[config.mk]
export PLATFORM = sky130hd
export DESIGN_NAME = memory_access_ctrl
export DESIGN_NICKNAME = d
export VERILOG_FILES = /design/src/rtl/memory_access_ctrl.sv
export SDC_FILE = /design/constraint.sdc
export NUM_CORES = 1
export LEC_CHECK = 0
export BUFFER_PORTS_ARGS = -buffer_cell sky130_fd_sc_hd__buf_4
export CORE_ASPECT_RATIO = 1.25
export CORE_MARGIN = 8
export CORE_UTILIZATION = 43
export DETAILED_ROUTE_END_ITERATION = 8
export MAX_ROUTING_LAYER = met4
export PLACE_DENSITY = 0.7
export SYNTH_ARGS = -nofsm -noshare
export SYNTH_HDL_FRONTEND = slang
export SYNTH_SLANG_ARGS = --single-unit
[constraint.sdc]
create_clock -name clk -period 1.57 [get_ports clk]
set_input_delay 0.157 -clock clk [delete_from_list [all_inputs] [get_ports clk]]
set_output_delay 0.157 -clock clk [all_outputs]
set_load 0.05 [all_outputs]
[src/rtl/memory_access_ctrl.sv]
// Initiator-side controller for a single-port synchronous word memory.
// Optional post-reset clear, then serialised read/write requests over valid/ready.
module memory_access_ctrl #(
    parameter int unsigned ADDR_WIDTH = 2,
    parameter int unsigned WORD_DEPTH = 4,
    parameter int unsigned WORD_WIDTH = 8,
    parameter int unsigned MEM_LAT    = 1,
    parameter bit          INIT_EN    = 1'b1,
    parameter logic [WORD_WIDTH-1:0] INIT_VALUE = '0
) (
    input  logic                  clk,
    input  logic                  rst,
    input  logic                  req_valid,
    output logic                  req_ready,
    input  logic                  req_wr,
    input  logic [ADDR_WIDTH-1:0] req_adrs,
    input  logic [WORD_WIDTH-1:0] req_wdata,
    output logic                  rsp_valid,
    output logic [WORD_WIDTH-1:0] rsp_rdata,
    output logic                  init_done,
    output logic                  mem_we_n,
    output logic [ADDR_WIDTH-1:0] mem_adrs,
    output logic [WORD_WIDTH-1:0] mem_d_in,
    input  logic [WORD_WIDTH-1:0] mem_q
);

    localparam int unsigned CNT_W = ADDR_WIDTH + 1;
    localparam int unsigned LAT_W = (MEM_LAT > 1) ? $clog2(MEM_LAT) : 1;
    localparam logic [CNT_W-1:0] INIT_LAST = CNT_W'(WORD_DEPTH);
    localparam logic [LAT_W-1:0] LAT_LOAD  = LAT_W'(MEM_LAT - 1);

    typedef enum logic [2:0] {
        S_INIT    = 3'd0,
        S_IDLE    = 3'd1,
        S_WRITE   = 3'd2,
        S_RD_ADDR = 3'd3,
        S_RD_WAIT = 3'd4
    } state_t;

    localparam state_t RST_STATE = INIT_EN ? S_INIT : S_IDLE;

    state_t                  state, state_nxt;
    logic [CNT_W-1:0]        init_cnt, init_cnt_nxt;
    logic [LAT_W-1:0]        lat_cnt, lat_cnt_nxt;
    logic                    req_ready_nxt;
    logic                    rsp_valid_nxt;
    logic [WORD_WIDTH-1:0]   rsp_rdata_nxt;
    logic                    init_done_nxt;
    logic                    mem_we_n_nxt;
    logic [ADDR_WIDTH-1:0]   mem_adrs_nxt;
    logic [WORD_WIDTH-1:0]   mem_d_in_nxt;
    logic                    accept_c;

    assign accept_c = (state == S_IDLE) && req_valid && req_ready;

    // State and registered outputs; reset forces write-enable and response low at once
    always_ff @(posedge clk or posedge rst) begin
        if (rst) begin
            state     <= RST_STATE;
            init_cnt  <= '0;
            lat_cnt   <= '0;
            req_ready <= 1'b0;
            rsp_valid <= 1'b0;
            rsp_rdata <= '0;
            init_done <= 1'b0;
            mem_we_n  <= 1'b1;
            mem_adrs  <= '0;
            mem_d_in  <= '0;
        end else begin
            state     <= state_nxt;
            init_cnt  <= init_cnt_nxt;
            lat_cnt   <= lat_cnt_nxt;
            req_ready <= req_ready_nxt;
            rsp_valid <= rsp_valid_nxt;
            rsp_rdata <= rsp_rdata_nxt;
            init_done <= init_done_nxt;
            mem_we_n  <= mem_we_n_nxt;
            mem_adrs  <= mem_adrs_nxt;
            mem_d_in  <= mem_d_in_nxt;
        end
    end

    // Next-state logic
    always_comb begin
        state_nxt = state;
        case (state)
            S_INIT:    if (init_cnt == INIT_LAST) state_nxt = S_IDLE;
            S_IDLE:    if (accept_c) state_nxt = req_wr ? S_WRITE : S_RD_ADDR;
            S_WRITE:   state_nxt = S_IDLE;
            S_RD_ADDR: state_nxt = S_RD_WAIT;
            S_RD_WAIT: if (lat_cnt == '0) state_nxt = S_IDLE;
            default:   state_nxt = S_IDLE;
        endcase
    end

    // Output lookahead: values computed here are what the outputs show in the next state
    always_comb begin
        req_ready_nxt = 1'b0;
        rsp_valid_nxt = 1'b0;
        rsp_rdata_nxt = rsp_rdata;
        init_done_nxt = init_done;
        mem_we_n_nxt  = 1'b1;
        mem_adrs_nxt  = mem_adrs;
        mem_d_in_nxt  = mem_d_in;
        init_cnt_nxt  = init_cnt;
        lat_cnt_nxt   = lat_cnt;
        case (state)
            S_INIT: begin
                if (init_cnt == INIT_LAST) begin
                    init_done_nxt = 1'b1;
                    req_ready_nxt = 1'b1;
                end else begin
                    mem_we_n_nxt = 1'b0;
                    mem_adrs_nxt = init_cnt[ADDR_WIDTH-1:0];
                    mem_d_in_nxt = INIT_VALUE;
                    init_cnt_nxt = init_cnt + CNT_W'(1);
                end
            end
            S_IDLE: begin
                init_done_nxt = 1'b1;
                if (accept_c) begin
                    mem_adrs_nxt = req_adrs;
                    if (req_wr) begin
                        mem_we_n_nxt = 1'b0;
                        mem_d_in_nxt = req_wdata;
                    end
                end else begin
                    req_ready_nxt = 1'b1;
                end
            end
            S_WRITE: req_ready_nxt = 1'b1;
            S_RD_ADDR: lat_cnt_nxt = LAT_LOAD;
            S_RD_WAIT: begin
                if (lat_cnt == '0) begin
                    rsp_valid_nxt = 1'b1;
                    rsp_rdata_nxt = mem_q;
                    req_ready_nxt = 1'b1;
                end else begin
                    lat_cnt_nxt = lat_cnt - LAT_W'(1);
                end
            end
            default: ;
        endcase
    end

endmodule

==> reports/results.ini <==
[final_layout]
area_growth_pct = 35.5
nNetsFinal = 159
n_antenna_cell = 0
drive_above_1_share_pct = 44.8

[status]
status = finished clean

[drt]
drc = 0
drt_first_pass_iters = 2
vias = 828
post_drt_wl_per_cell_um = 14.9
drtIter0Drc = 8
routed_wl_mm = 2.50
antenna_left = 0
vias_per_cell = 4.93

[timing]
max_clock_freq_mhz = 673
slew_headroom_pct = 76.9
clock_skew_ns = 0.0128
hold_violations = 0
final_max_slew_viol_count = 0
finalSetupViolCount = 0
tns_ns = 0
fin_crit_sh_pct = 94.6
whs_ns = 0.0451
rsz0062_at_grt = no
min_period_ns = 1.49
worst_slew_pin_slew_ns = 0.346

[floorplanning]
die_h_um = 74.3
core_um2 = 2630
die_w_um = 62.6
rows = 21
io_pins = 44
start_util_pct = 44.5
die-area_um2 = 4650

[placed_design]
gp_congestion = 0.781
io_buffers = 43
hpwl_mm = 1.99

[global_routing]
grt_pass1_wl_mm = 4.28
grt_pass1_vias = 928
grt_antenna_before_repair = 0
grt_start_max_net_pins = 21
grtUsageMet3_pct = 2.11
busiest_layer = met2
met2_usage_pct = 20.3
grt_usage_pct = 11.7
grt-ovfl-total = 0
use_met1_pct = 12.8

[flow_run]
maxCapViolCount = 0

[logic_synthesis]
yosys.area.top_type = dfrtp_1
syn_nets = 110
ys_top_cells_by_area = dfrtp_1, mux2_1, a22o_1, a2111oi_4, dfstp_2
avgSynthCellArea_um2 = 13.6
synth_area_um2 = 1170
ys_async_sr_fraction_pct = 100
synth_flop_cell = dfrtp_1
ys_seq_elements = 28
synth.top_cell.area_share_pct = 57.8
synth.distinct_cells = 26
seq_area_frac_synth_pct = 60.1
ys_warn_count = 0
synth_enable_flop_cells = 0
syn_inst = 86

[clock_network]
htree_levels = 1
clk_latency_ns = 0.32
cts.sinks = 28
cts_buffers = 3
clk_pin_slew_worst_paths_ns = 0.15
cts_tree = built
cts_root_buf = clkbuf_4
cts_buffer_depth = 2

[worst_setup_path]
worstRegToRegCells = 5
path_cells = inv_2 -> ha_4 -> a2111oi_4 -> o21ba_2 -> a22o_1
cp_max_fo = 9
path_class = register to register
crit_path_end_kind = register
cp_slowest_cell = dfrtp_1
crit_arrival_ns = 1.72
crit_path_start_kind = register
required_ns = 1.80
crit_path_max_incr_delay_ns = 0.40

[hold_path]
worstHoldPathCells = 2
hp-class = primary input to register

[pwr]
p_leak_nw = 0.790
powerDensity_nw_per_um2 = 2110
ir_worst_vdd_mv = 1.13

stage by stage:
step / total power (W) / util [%] / cell area [µm²] / worst slack, ns / std cells
6_report: 0.00334 / 60.3 / 1580 / 0.0841 / 168
5_1_grt: 0.00352 / 60.3 / 1580 / 0.0119 / 168
4_1_cts: 0.00338 / 60.2 / 1580 / 0.0306 / 168
3_5_place_dp: 0.00304 / 58.4 / 1540 / 0.0434 / 163
3_3_place_gp: 0.00299 / 58.4 / 1540 / 0.107 / 163
2_1_floorplan: 0.00250 / - / 1180 / -0.0177 / 86
area by class of cell:
| class | count | area, µm² |
|---|---|---|
| Inverter | 5 | 18.8 |
| Sequential cell | 28 | 702 |
| Timing Repair Buffer | 48 | 363 |
| Fill cell | 232 | 1040 |
| Clock buffer | 4 | 36.3 |
| Tap cell | 34 | 42.5 |
| Multi-Input combinational cell | 49 | 422 |
placed cells by master, fill, tap and decap left out:
master and instances:
nor2_1 3, clkbuf_8 1, dfrtp_1 27, a21oi_1 4, nand2b_2 1, ha_4 1
nor3b_2 1, mux2i_1 1, mux2_1 10, ha_1 1, a2111oi_4 1, o21ba_2 1
o32ai_1 1, xnor2_1 2, nand4b_1 1, buf_4 47, and2_1 1, clkbuf_4 3
dfstp_2 1, nor2_2 1, o21ai_0 3, nand3_1 1, a22o_1 8, inv_2 2
inv_1 3, o21ai_1 1, nand2_1 4, o31ai_1 1, and3_1 1, dlygate4sd3_1 1
cells in the mapped netlist (all sizes together) (2+ instances only):
| cell type | count |
|---|---|
| inv | 5 |
| ha | 2 |
| a22o | 8 |
| dfrtp | 27 |
| nor2 | 4 |
| a21oi | 4 |
| mux2 | 10 |
| buf | 3 |
| o21ai | 4 |
| xnor2 | 2 |
| nand2 | 4 |
power breakdown:
| group | internal (W) | switching (W) | total, W |
|---|---|---|---|
| clock network | 0.000142 | 0.000198 | 0.000339 |
| logic | 0.000609 | 0.00118 | 0.00179 |
| registers | 0.000996 | 0.000223 | 0.00122 |
| total | 0.00175 | 0.00160 | 0.00334 |
worst max-delay path, delay by kind of cell (launching register included):
family                     cells  cell delay (ns)
adders and majority gates      1             0.17
DFF                            1             0.40
AOI/OAI and AO/OA              3             0.75
buffers and inverters          1             0.07
worst paths after layout:
check                      slack [ns]          from            to
hold / removal                   0.05  req_wdata[5]   mem_d_in[5]
setup reg to reg                 0.08   init_cnt[0]   mem_d_in[2]
hold reg to reg                  0.49     init_done     init_done
setup / recovery                 0.08   init_cnt[0]   mem_d_in[2]
max in group asynchronous        0.61           rst      mem_we_n
min in group asynchronous        0.34           rst  rsp_rdata[4]
sequential cells by signal (all words and copies together), names as in the netlist:
signal	flops
state	3
req_ready	1
rsp_valid	1
mem_adrs	2
rsp_rdata	8
init_cnt	3
mem_d_in	8
mem_we_n	1
init_done	1
kinds of logic after synthesis:
logic type,Yosys count,share of synthesized area [%]
compound gates,20,14.0
xor+xnor,2,1.50
fa+ha+maj,2,2.14
buf+inv,9,5.14
flops,28,60.1
mux,11,10.5
simple gates,14,6.64
routing by layer:
| metal | up-vias | routed length (µm) |
|---|---|---|
| li1 | 396 | - |
| met1 | 405 | 1110 |
| met2 | 23 | 1270 |
| met3 | 4 | 78 |
| met4 | 0 | 42 |
| met5 | - | 0 |
what timing repair did:
| action | CTS | global route |
|---|---|---|
| endpoints found under the hold margin | 8 | 0 |
| gates resized for setup | 0 | 2 |
| hold buffers | 1 | 0 |
| setup endpoints to repair | 0 | 8 |
| setup buffers | 0 | 0 |
(Power assumes the default switching activity.)
